### config.mk
export PLATFORM = sky130hd
export DESIGN_NAME = issue_ctrl
export DESIGN_NICKNAME = d
export VERILOG_FILES = /design/src/rtl/issue_ctrl.sv
export SDC_FILE = /design/constraint.sdc
export NUM_CORES = 1
export LEC_CHECK = 0
export BUFFER_PORTS_ARGS = -buffer_cell sky130_fd_sc_hd__buf_4
export CELL_PAD_IN_SITES_DETAIL_PLACEMENT = 0
export CELL_PAD_IN_SITES_GLOBAL_PLACEMENT = 2
export CORE_MARGIN = 5
export CORE_UTILIZATION = 50
export DETAILED_ROUTE_END_ITERATION = 16
export PLACE_DENSITY = 0.82
export SLEW_MARGIN = 15
export SYNTH_ARGS = -nofsm -noshare
export SYNTH_HDL_FRONTEND = slang
export SYNTH_SLANG_ARGS = --single-unit
### constraint.sdc
create_clock -name clk_in -period 28.5 [get_ports clk_in]
set_clock_uncertainty 0.2 [all_clocks]
set_input_delay 5.7 -clock clk_in [delete_from_list [all_inputs] [get_ports clk_in]]
set_output_delay 5.7 -clock clk_in [all_outputs]
set_load 0.01 [all_outputs]
### src/rtl/issue_ctrl.sv
// issue_ctrl: instruction queue + dispatch gate between fetcher and decoder.
// Optional stall counters enabled by defining IQ_STALL_STAT_EN.
module issue_ctrl #(
  parameter int IQ_SIZE_LOG    = 4,
  parameter int IQ_FULL_MARGIN = 2
) (
  input  logic                   clk_in,
  input  logic                   rst_in,
  input  logic                   rdy_in,
  input  logic                   in_fetch_valid,
  input  logic [31:0]            in_fetch_inst,
  input  logic [31:0]            in_fetch_pc,
  input  logic                   in_fetch_predict,
  output logic                   out_fetch_full,
  input  logic                   in_rob_full,
  input  logic                   in_rs_full,
  input  logic                   in_lsb_full,
  input  logic                   in_flush,
  output logic                   out_decode_enable,
  output logic [31:0]            out_inst,
  output logic [31:0]            out_pc,
  output logic                   out_predict,
  output logic [IQ_SIZE_LOG:0]   out_count
`ifdef IQ_STALL_STAT_EN
  ,
  output logic [31:0]            out_stall_rob,
  output logic [31:0]            out_stall_rs,
  output logic [31:0]            out_stall_lsb
`endif
);
  localparam int IW    = IQ_SIZE_LOG;
  localparam int CW    = IQ_SIZE_LOG + 1;
  localparam int DEPTH = 1 << IQ_SIZE_LOG;
  logic [31:0]   inst_q [DEPTH];
  logic [31:0]   pc_q   [DEPTH];
  logic          pred_q [DEPTH];
  logic [IW-1:0] head_q, head_d, tail_q, tail_d;
  logic [CW-1:0] count_q, count_d;
  logic          is_lsb, issue, push, flush_now, nonempty;
  assign out_inst    = inst_q[head_q];
  assign out_pc      = pc_q[head_q];
  assign out_predict = pred_q[head_q];
  assign out_count   = count_q;
  always_comb begin
    nonempty          = count_q != '0;
    is_lsb            = (out_inst[6:0] == 7'b0000011) || (out_inst[6:0] == 7'b0100011);
    issue             = rdy_in & !rst_in & !in_flush & nonempty & !in_rob_full &
                        (is_lsb ? !in_lsb_full : !in_rs_full);
    // count MSB set means exactly DEPTH entries held
    push              = rdy_in & !in_flush & in_fetch_valid & (!count_q[CW-1] | issue);
    flush_now         = rdy_in & in_flush;
    head_d            = flush_now ? '0 : head_q + IW'(issue);
    tail_d            = flush_now ? '0 : tail_q + IW'(push);
    count_d           = flush_now ? '0 : count_q + CW'(push) - CW'(issue);
    out_decode_enable = issue;
    out_fetch_full    = count_q >= CW'(DEPTH - IQ_FULL_MARGIN);
  end
  always_ff @(posedge clk_in) begin
    if (rst_in) begin
      head_q  <= '0;
      tail_q  <= '0;
      count_q <= '0;
    end else begin
      head_q  <= head_d;
      tail_q  <= tail_d;
      count_q <= count_d;
    end
  end
  always_ff @(posedge clk_in) begin
    if (!rst_in && push) begin
      inst_q[tail_q] <= in_fetch_inst;
      pc_q[tail_q]   <= in_fetch_pc;
      pred_q[tail_q] <= in_fetch_predict;
    end
  end
`ifdef IQ_STALL_STAT_EN
  logic [31:0] stall_rob_q, stall_rob_d, stall_rs_q, stall_rs_d, stall_lsb_q, stall_lsb_d;
  logic        blocked;
  always_comb begin
    // ROB stall wins; otherwise the blocking resource is the head's target
    blocked     = rdy_in & !in_flush & nonempty & !issue;
    stall_rob_d = stall_rob_q + 32'(blocked & in_rob_full);
    stall_rs_d  = stall_rs_q + 32'(blocked & !in_rob_full & !is_lsb);
    stall_lsb_d = stall_lsb_q + 32'(blocked & !in_rob_full & is_lsb);
  end
  always_ff @(posedge clk_in) begin
    if (rst_in) begin
      stall_rob_q <= '0;
      stall_rs_q  <= '0;
      stall_lsb_q <= '0;
    end else begin
      stall_rob_q <= stall_rob_d;
      stall_rs_q  <= stall_rs_d;
      stall_lsb_q <= stall_lsb_d;
    end
  end
  assign out_stall_rob = stall_rob_q;
  assign out_stall_rs  = stall_rs_q;
  assign out_stall_lsb = stall_lsb_q;
`endif
endmodule

==> Word level (Yosys, flattened, before mapping) <==
Memories as Yosys holds them, arrays and structs flattened. A register that Yosys moved wholly into a read port is not among the register bits.
Cells that the tools add are included.
{ "word_totals": {"mem_count": 3, "inputBits": 73, "mem_bits_rw": 1040, "ff_bits": 13} }
{ "classes": {"add_sub_neg": 4, "n_bitwise": 10, "n_mux": 6, "eq_ne": 2, "magnitude_cmp": 1, "n_reduce_logical": 10} }
{ "mem_list": {"columns": ["name", "words", "word_bits", "rd", "rd_clocked_by_memory_dff", "wr", "line_no", "rtl"], "rows": [
  ["inst_q", 16, 32, 1, 1, 1, "34", "logic [31:0] inst_q [DEPTH];"],
  ["pc_q", 16, 32, 1, 1, 1, "35", "logic [31:0] pc_q [DEPTH];"],
  ["pred_q", 16, 1, 1, 1, 1, "36", "logic pred_q [DEPTH];"]
]} }
{ "op_table": {"columns": ["op", "count"], "rows": [
  ["$mux W4", 3],
  ["$and A1 B1 Y1", 9],
  ["$add A4 B1 Y4", 2],
  ["$eq A7 B2 Y1 const B", 1],
  ["$eq A7 B6 Y1 const B", 1],
  ["$logic_not A1 Y1", 6],
  ["$add A5 B1 Y5", 1],
  ["$ge A5 B4 Y1 const B", 1],
  ["$reduce_bool A5 Y1", 1],
  ["$sub A5 B1 Y5", 1],
  ["$mux W1", 3],
  ["$reduce_or A2 Y1", 1],
  ["$logic_and A1 B1 Y1", 1],
  ["$logic_or A1 B1 Y1", 1],
  ["$or A1 B1 Y1", 1]
]} }

==> Longest topological paths before layout <==
Gate-level depths: netlist of run 1.
{ "logic_depth": {"ltp_word": 11, "ltp_mapped": 18} }

==> Least setup slack after synthesis of run 1 <==
Ideal clock, no wire load.
{ "synth_path": {"path_kind": "input to register", "startpoint": "input port in_rob_full", "endpoint": "memory inst_q[11][0], enable pin", "arrival_time_ps": 13223, "required_time_ps": 27651, "path_stages": 5, "slack_ps": 14428, "cell_sequence": "or4b_2 o21ai_0 a21oi_2 buf_2 nor4_1"} }
{ "synth_between": {"elab_chain_len": 8} }
{ "synth_lines": {"columns": ["item", "line_no", "rtl"], "rows": [
  ["start: declaration", "15", "input logic in_rob_full,"],
  ["$logic_not A1 Y1", "47", "issue = rdy_in & !rst_in & !in_flush & nonempty & !in_rob_full &"],
  ["$and A1 B1 Y1 (2 in series)", "47", null],
  ["$or A1 B1 Y1", "50", "push = rdy_in & !in_flush & in_fetch_valid & (!count_q[CW-1] | issue);"],
  ["$and A1 B1 Y1", "50", null],
  ["$logic_and A1 B1 Y1", "70", "if (!rst_in && push) begin"],
  ["$mux W1", "70", null],
  ["$mux W1 (implied by the code)", "71", "inst_q[tail_q] <= in_fetch_inst;"],
  ["end: declaration", "34", null]
]} }
No other way between the ends.

==> Final worst setup path of run 1 <==
{ "layout_path": {"startpoint": "input port in_rob_full", "endpoint": "output port out_decode_enable"} }
{ "layout_between": {"elab_chain_len": 3} }
{ "layout_lines": {"columns": ["item", "line_no", "rtl"], "rows": [
  ["$logic_not A1 Y1", "47", null],
  ["$and A1 B1 Y1 (2 in series)", "47", null],
  ["end: declaration", "19", "output logic out_decode_enable,"]
]} }
No other way between the ends.

==> out/results.ini, run 1 <==
[clock_network]
cts_setup_buffers = 0
clkTransAtPathRegs_ps = 60
cts_buffer_depth = 3
worstSkewPairLatency_ps = 650
cts_buffers = 102
tritoncts = done
cts_root_buffer = clkbuf_16
cts.sinks = 1053
cts_hold_buffers = 0
cts_resized = 0
htree_levels = 3

[sta]
holdWs_ps = 394.1
max-slew-margin-rel_pct = 26.38
maxSlewViolCount = 0
period_share_pct = 45.47
period_minus_slack_ps = 12960
grt_setup_unrepaired = no
finalHoldViolations = 0
fmax_mhz = 77.17
setup_viol = 0
setup_tns_ps = 0
worst_pin_slew_ps = 1104

[floorplanning]
die_width_um = 292.3
io_pins = 145
die_area_sq_mm = 0.08545
num_rows = 103
start_util_pct = 50.45
core_sq_mm = 0.07900
dieHeight_um = 292.3

[global_routing]
track_usage_pct = 19.56
grt_pass1_vias = 18290
overflow = 0
antenna_found_initial = 5
grt_pass1_wl_um = 123500
grt_max_degree = 145

[setup_path]
crit_slowest_cell = or4b_2
crit_fanout = 4
criticalPathCategory = in2out
rrSetupSlack_ps = 22580
cp.arrival_ps = 7060
max_stage_delay_ps = 710
cpMostUsedCell = buf_4
cp_cell_sequence = buf_4 -> or4b_2 -> nor3_1 -> mux2_2 -> buf_4
end_kind = output pin
r2r_start = head_q[0]
ff2ff_path_depth = 16
endpoint = out_decode_enable
critPathLaunch = in_rob_full
start_kind = input pin
worstPathRequired_ps = 22600
timing.rr.end = out_count[4]

[route]
viasPerCell = 6.001
first_iter_violations = 1709
drc_errors = 0
via_count = 17510
dr_wl_met3_um = 5652
wl_um = 84020
drt-wirelength-per-cell_um = 28.80
met1_length_um = 34480
postRouteAntennaNets = 0
top_layer = met5
drt-pass1-iter-count = 5
wl_met2_um = 42510

[synth]
netlist_top_cells_area = edfxtp_1 (78%), mux4_2 (18%), dfxtp_1 (0.65%), ha_1 (0.41%), buf_2 (0.35%)
yosys_warnings = 0
yosysSeqAreaShare_pct = 79.02
ys_ff_latch = 1053
synth_cells = 1564
synth_top_area_share_pct = 78.36
postSynthAreaPerCell_sq_um = 25.48
netlist_area_sq_mm = 0.03985
synth_top_area_cell = edfxtp_1
ys_types = 37
syn-num-nets = 1651

[placement]
hpwl_um = 41410
place.gp.congestion = 0.7217
io_buffers = 144

[pwr]
power_leakage_nw = 13.82
ir_drop_v = 0.00004295
power_density_mw_per_mm2 = 66.28
p_total_mw = 3.017

[finish]
nets = 1864
drive_above_1_share_pct = 36.05
area_delta_synth_final_pct = 14.22

[worst_hold_path]
hold_depth = 2
hp-class = reg2reg

[outcome]
status = finished clean

[flow_run]
cap_violations = 0

## report_power, final
part | internal [mW] | total [mW] | switching (mW)
Combinational | 0.0197 | 0.0524 | 0.0328
Sequential | 1.70 | 1.70 | 0.00160
Clock | 0.701 | 1.26 | 0.558
## routing by layer
layer / vias up / global-route usage [%]
met4: 4 / 4.272
met1: 9533 / 28.01
met3: 97 / 3.366
met5: - / 0
met2: 606 / 32.44
li1: 7266 / -
## cells by family after synthesis
kind of cell,count (synthesis),share of synthesized area (%)
AOI/OAI and AO/OA,22,0.3893
xor gates and xnor gates,7,0.1538
adders and majority gates,14,0.4584
buffers and inverters,82,0.9670
DFF,1053,79.02
muxes,320,18.08
and+or+nand+nor,66,0.9293
## sequential cells by signal, summed over array words and instances (netlist names)
signal	cells
inst_q	512
pred_q	16
out_count	5
pc_q	512
head_q	4
tail_q	4
## worst min-delay path by stage
stage / end / start
floorplan: tail_q[3] / tail_q[3]
global placement: tail_q[2] / tail_q[2]
detailed placement: tail_q[3] / tail_q[3]
CTS: tail_q[2] / tail_q[2]
global route: tail_q[2] / tail_q[2]
finish: tail_q[2] / tail_q[2]
## critical path: cells and delay by family
family / cells / cell delay, ps
buffers and inverters: 2 / 230
multiplexers: 1 / 210
AND/OR/NAND/NOR: 2 / 910
## cells in the mapped netlist
cell type	n
mux4_1	3
buf_4	1
and4bb_4	1
or2_2	1
fa_1	1
xor2_1	3
inv_1	6
xnor2_1	4
or3b_2	1
buf_12	1
mux2_2	1
a21oi_1	4
nor2b_1	2
a21o_1	2
nor4_2	1
ha_1	13
and2_1	7
edfxtp_1	1040
a21oi_2	1
or3_1	3
buf_1	6
or4b_2	1
buf_2	28
buf_6	3
nor4b_1	1
a22oi_1	12
nand3_1	3
nor2_1	14
o2111a_1	1
o21ai_0	2
mux4_2	316
nor4_1	15
nor3_1	3
dfxtp_1	13
clkbuf_1	37
nand2_1	11
nand3b_1	2
## metrics by stage
step	utilization [%]	instance area, sq um	setup WS [ps]	instances
floorplan	-	39850	14430	1564
global placement	53.60	42350	15510	2723
detailed placement	53.60	42350	15520	2723
CTS	57.60	45500	15520	2914
global route	57.61	45510	15420	2914
finish	57.62	45520	15540	2917
## cell usage in the layout, fill, tap and decap left out, types with 2 or more instances in the layout
cell        instances
bufinv_16           4
clkinv_2           21
clkinv_4            4
and2_1              7
clkinvlp_4          7
a22oi_1            12
nor2b_1             2
diode_2             3
dfxtp_1             9
edfxtp_1         1040
a21o_1              2
nor4_2             15
or3_1               3
dfxtp_4             4
clkinv_1           31
clkbuf_1           15
a21oi_1             4
nand3b_1            2
xor2_1              3
xnor2_1             4
nor3_1              3
buf_4             182
buf_12              3
ha_1               13
mux4_1              3
mux4_2            316
inv_6               3
nand2_1            11
o21ai_0             2
nand3_1             3
nor2_1             14
clkbuf_16         103
inv_1               6
## area by class of cell
| cell class | count | area, sq um |
|---|---|---|
| fillers | 5498 | 33480 |
| flip-flops and latches | 1053 | 31510 |
| multi-input cells | 429 | 8087 |
| clock buffers | 118 | 2634 |
| repair buffers | 185 | 1426 |
| well taps | 1050 | 1314 |
| clock inverters | 73 | 521.8 |
| inverters | 6 | 22.52 |
| diodes | 3 | 7.507 |
Note: power is estimated with default switching activity, not from simulation.
==> run 2: changes to the inputs <==
CORE_UTILIZATION = 46   (was 50)
PLACE_DENSITY = 0.8   (was 0.82)
clock period = 11.6 ns   (was 28.5 ns; I/O delays follow)
==> run 2 against run 1 <==
Compared with the run above:
- register-to-register slack got worse by 17000 ps
- combinational power increased by 150%
- non-clock buffer count unchanged
- critical path depth stayed put
- power rose to 2.5 times the previous value
- sequential share of layout area fell by 0.47 points
- die area rose by 8.4%
- wire length grew 2.6%
- highest routed layer unchanged
- hold slack better by 13 ps
- largest cell class unchanged
- final cell count is 3.3% higher
==> out/results.ini, run 2 (synthesized netlist as in run 1, its figures left out) <==
[finish]
fin_util_pct = 53.07  ; was 57.62%
num-fill-cells = 6366  ; was 5498
layout_commonest_cell = edfxtp_1  ; unchanged
layout_common_cells = edfxtp_1 (1040), mux4_2 (316), buf_4 (183)  ; was edfxtp_1 (1040), mux4_2 (316), buf_4 (182)
drive_above_1_share_pct = 36.67  ; was 36.05%
stdcell_count = 3013  ; was 2917
nets = 1861  ; was 1864
largest_registers = inst_q: 512 flops, pc_q: 512 flops, pred_q: 16 flops  ; unchanged
area_delta_synth_final_pct = 14.99  ; was 14.22%

[placement]
io_buffers = 144  ; unchanged
hpwl_um = 42480  ; was 41410 um
place.gp.congestion = 0.7122  ; was 0.7217
dp_cells = 2828  ; was 2723

[global_routing]
grt_pass1_vias = 18600  ; was 18290
track_usage_pct = 18.52  ; was 19.56%
grt_pass1_wl_um = 127000  ; was 123500 um
overflow = 0  ; unchanged
grt_max_degree = 176  ; was 145
antenna_found_initial = 8  ; was 5

[setup_path]
critPathBufInv = 3  ; was 2
cpMostUsedCell = buf_4  ; unchanged
cp_top_family = buffers and inverters  ; was simple AND/OR/NAND/NOR gates
criticalPathCategory = reg2out  ; was in2out
cp.arrival_ps = 4610  ; was 7060 ps
crit_fanout = 48  ; was 4
crit_slowest_cell = buf_4  ; was or4b_2
cp_cell_sequence = buf_4 -> buf_4 -> mux4_2 -> mux4_2 -> buf_4  ; was buf_4 -> or4b_2 -> nor3_1 -> mux2_2 -> buf_4
end_kind = output pin  ; unchanged
worstPathRequired_ps = 9080  ; was 22600 ps
max_stage_delay_ps = 870  ; was 710 ps
start_kind = flip-flop  ; was input pin

[floorplanning]
start_util_pct = 46.15  ; was 50.45%
io_pins = 145  ; unchanged
die_width_um = 304.3  ; was 292.3 um
dieHeight_um = 304.3  ; was 292.3 um
core_sq_mm = 0.08635  ; was 0.07900 sq mm
die_area_sq_mm = 0.09262  ; was 0.08545 sq mm
num_rows = 108  ; was 103

[route]
postRouteAntennaNets = 0  ; unchanged
first_iter_violations = 1817  ; was 1709
drc_errors = 0  ; unchanged
via_count = 17580  ; was 17510
wl_um = 86200  ; was 84020 um
viasPerCell = 5.835  ; was 6.001
drt-wirelength-per-cell_um = 28.61  ; was 28.80 um
drt-pass1-iter-count = 5  ; unchanged

[pwr]
power_density_mw_per_mm2 = 166.6  ; was 66.28 mW/mm^2
power_leakage_nw = 13.93  ; was 13.82 nW
ir_drop_v = 0.0001060  ; was 0.00004295 V

[clock_network]
cts_root_buffer = clkbuf_16  ; unchanged
htree_levels = 3  ; unchanged
cts_setup_buffers = 0  ; unchanged
clkTransAtPathRegs_ps = 70  ; was 60 ps
cts_buffers = 99  ; was 102
cts_buffer_depth = 3  ; unchanged
cts_hold_buffers = 0  ; unchanged
worstSkewPairLatency_ps = 650  ; about the same
tritoncts = done  ; unchanged
cts_resized = 0  ; unchanged
cts.sinks = 1053  ; unchanged

[sta]
period_minus_slack_ps = 7130
period_share_pct = 61.47
finalHoldViolations = 0  ; unchanged
setup_viol = 0  ; unchanged
max-slew-margin-rel_pct = 22.98  ; was 26.38%
worst_pin_slew_ps = 1155  ; was 1104 ps
maxSlewViolCount = 0  ; unchanged
setup_tns_ps = 0  ; unchanged
grt_setup_unrepaired = no  ; unchanged
fmax_mhz = 140.3
holdWs_ps = 406.7  ; was 394.1 ps

[worst_hold_path]
hp-class = reg2reg  ; unchanged

[flow_run]
cap_violations = 0  ; unchanged

[outcome]
status = finished clean  ; unchanged

run 2: report_power, final:
group | leakage [nW] | internal [mW] | switching, mW
sequential | 9.46 | 4.18 | 0.00375
combinational | 2.83 | 0.0481 | 0.0810
clock | 1.64 | 1.95 | 1.37
run 2: path summary, 6_finish.rpt:
| kind | from | endpoint | slack (ps) | cells after the start |
|---|---|---|---|---|
| min reg2reg | tail_q[2] | tail_q[2] | 410 | 2 |
| max | head_q[0] | out_pc[27] | 4470 | 5 |
| max reg2reg | head_q[2] | pc_q[10][26] | 5720 | 9 |
| min | tail_q[2] | tail_q[2] | 410 | 2 |
run 2: through the flow:
stage          instance area, sq um  setup WS [ps]  power [mW]
6_report                      45830           4470       7.635
5_1_grt                       45820           4010       7.875
4_1_cts                       45820           4250       7.700
3_5_place_dp                  42470           4932       4.400
3_3_place_gp                  42470           4978       4.392
2_1_floorplan                 39850          908.3       4.314
run 2: area by class of cell:
type | instances | area [sq um] | share of cell area, %
Inverter | 6 | 22.52 | 0.04915
Tap cell | 1155 | 1445 | 3.154
Clock inverter | 70 | 774.5 | 1.690
Clock buffer | 114 | 2576 | 5.622
Multi-Input combinational cell | 429 | 8087 | 17.65
Sequential cell | 1053 | 31510 | 68.75
Antenna cell | 1 | 2.502 | 0.005461
Timing Repair Buffer | 185 | 1414 | 3.085
run 2: layer usage:
layer	GRT usage, %	share of wire [%]
met4	3.999	1.5
met3	3.508	6.5
met1	25.47	41
met5	0	0.094
met2	31.53	51
run 2: worst min-delay path, cell delays in order (launching register included):
cell and delay (ps):
dfxtp_1 360, xnor2_1 170, nor2_1 40
==> run 3: changes to the inputs <==
clock period = 5.9 ns   (was 11.6 ns; I/O delays follow)
==> run 3 against run 2 <==
Compared with the run above:
- global-route usage fell by 0.70 points
- via count fell by 1.3%
- first-iteration DRC count decreased by 0.17%
==> out/results.ini, run 3 (synthesized netlist as in run 1, its figures left out) <==
[outcome]
status = finished clean  ; unchanged

[global_routing]
grt_pass1_wl_um = 123100  ; was 127000 um
grt_pass1_vias = 18270  ; was 18600
overflow = 0  ; unchanged
track_usage_pct = 17.82  ; was 18.52%
grt_max_degree = 145  ; was 176
antenna_found_initial = 10  ; was 8

[sta]
finalHoldViolations = 0  ; unchanged
setup_tns_ps = 0  ; unchanged
setup_viol = 0  ; unchanged
maxSlewViolCount = 0  ; unchanged
period_minus_slack_ps = 5047
worst_pin_slew_ps = 1153  ; was 1155 ps
fmax_mhz = 198.1
max-slew-margin-rel_pct = 22.96  ; was 22.98%
grt_setup_unrepaired = no  ; unchanged
period_share_pct = 85.54

[floorplanning]
die_area_sq_mm = 0.09262  ; unchanged
num_rows = 108  ; unchanged
dieHeight_um = 304.3  ; unchanged
start_util_pct = 46.15  ; unchanged
io_pins = 145  ; unchanged
die_width_um = 304.3  ; unchanged
core_sq_mm = 0.08635  ; unchanged

[pwr]
power.switching_mw = 2.842  ; was 1.452 mW
combPwrFrac_pct = 1.7  ; about the same
internal_power_mw = 12.04  ; was 6.184 mW
ir_drop_v = 0.0002709  ; was 0.0001060 V
seqPwrFrac_pct = 55.3  ; was 54.9%
power_leakage_nw = 13.86  ; was 13.93 nW
p_total_mw = 14.88  ; was 7.635 mW
switching_share_pct = 19.10  ; was 19.01%
power_density_mw_per_mm2 = 323.4  ; was 166.6 mW/mm^2
pwr-share-clk_pct = 42.9  ; was 43.5%

[setup_path]
cp_cell_sequence = buf_12 -> mux4_2 -> mux4_2 -> buf_4  ; was buf_4 -> buf_4 -> mux4_2 -> mux4_2 -> buf_4
cp.arrival_ps = 3670  ; was 4610 ps
start_kind = flip-flop  ; unchanged
end_kind = output pin  ; unchanged
crit_fanout = 117  ; was 48
crit_slowest_cell = dfxtp_4  ; was buf_4
max_stage_delay_ps = 770  ; was 870 ps
cpMostUsedCell = mux4_2  ; was buf_4
worstPathRequired_ps = 4520  ; was 9080 ps
criticalPathCategory = reg2out  ; unchanged

[finish]
num-fill-cells = 6366  ; unchanged
regArea_sq_mm = 0.03151  ; unchanged
multi_input_area_sq_mm = 0.008218  ; was 0.008087 sq mm
fin_util_pct = 53.28  ; was 53.07%
nets = 1850  ; was 1861
layout_common_cells = edfxtp_1 (1040), mux4_2 (316), buf_4 (154)  ; was edfxtp_1 (1040), mux4_2 (316), buf_4 (183)
largest_registers = inst_q: 512 flops, pc_q: 512 flops, pred_q: 16 flops  ; unchanged
layout_commonest_cell = edfxtp_1  ; unchanged
area_delta_synth_final_pct = 15.44  ; was 14.99%
drive_above_1_share_pct = 35.61  ; was 36.67%

[clock_network]
cts_buffer_depth = 3  ; unchanged
cts.sinks = 1053  ; unchanged
worstSkewPairLatency_ps = 650  ; about the same
tritoncts = done  ; unchanged
htree_levels = 3  ; unchanged
cts_setup_buffers = 0  ; unchanged
cts_resized = 0  ; unchanged
clkTransAtPathRegs_ps = 70  ; about the same
cts_hold_buffers = 0  ; unchanged
cts_root_buffer = clkbuf_16  ; unchanged
cts_buffers = 101  ; was 99

[route]
via_count = 17350  ; was 17580
drt-wirelength-per-cell_um = 27.57  ; was 28.61 um
drc_errors = 0  ; unchanged
postRouteAntennaNets = 0  ; unchanged
wl_um = 82770  ; was 86200 um
drt-pass1-iter-count = 5  ; unchanged
first_iter_violations = 1814  ; was 1817
viasPerCell = 5.778  ; was 5.835

[placement]
hpwl_um = 38470  ; was 42480 um
place.gp.congestion = 0.6856  ; was 0.7122
io_buffers = 144  ; unchanged

[worst_hold_path]
hp-class = reg2reg  ; unchanged

[flow_run]
cap_violations = 0  ; unchanged

run 3: cell types whose count changed in the layout (fill, tap and decap cells not counted), sizes merged:
cell | before | now
bufinv | 16 | 12
clkbuf | 114 | 118
inv | 11 | 9
clkinv | 43 | 46
diode | 1 | 5
clkinvlp | 6 | 3
buf | 185 | 172
run 3: final timing paths:
kind	to	cells past startpoint	from	slack (ps)
min reg2reg	tail_q[3]	2	tail_q[3]	390
min	tail_q[3]	2	tail_q[3]	390
max	out_pc[21]	4	head_q[0]	850
max reg2reg	out_count[4]	15	head_q[0]	1120
run 3: power by group through the flow:
stage / registers (mW) / clock network, mW / logic, mW
finish: 8.23 / 6.39 / 0.260
global route: 8.23 / 6.84 / 0.285
CTS: 8.23 / 6.51 / 0.264
detailed placement: 8.39 / 0 / 0.264
global placement: 8.39 / 0 / 0.250
floorplan: 8.40 / 0 / 0.0830
run 3: critical path: cells and delay by family, from the launching register on:
kind / cells / cell delay (ps)
flip-flops: 1 / 770
multiplexers: 2 / 1150
buffers and inverters: 2 / 920
run 3: area by class of cell:
class,instances,share of cell area [%]
Clock buffer,118,5.725
Tap cell,1155,3.141
Timing Repair Buffer,172,3.296
Inverter,6,0.04895
Antenna cell,5,0.02720
Sequential cell,1053,68.48
Multi-Input combinational cell,429,17.86
Clock inverter,64,1.420
run 3: per-layer routing:
| layer | up-vias | global-route usage, % | part of all wire (%) |
|---|---|---|---|
| met3 | 118 | 3.675 | 7.1 |
| met1 | 9370 | 25.38 | 41 |
| met5 | - | 0 | 0.074 |
| met4 | 10 | 3.946 | 1.6 |
| li1 | 7244 | - | - |
| met2 | 604 | 29.12 | 50 |
run 3: stage by stage:
step,cells,instance area [sq um],worst slack [ps],hold WS (ps)
after floorplan,1564,39950,-927.2,335.8
after global routing,2999,46000,538.9,442.4
final,3002,46010,853.3,394.3
after CTS,2997,45990,703.1,388.7
after global placement,2815,42710,982.5,364.6
after detailed placement,2815,42710,987.1,369.9
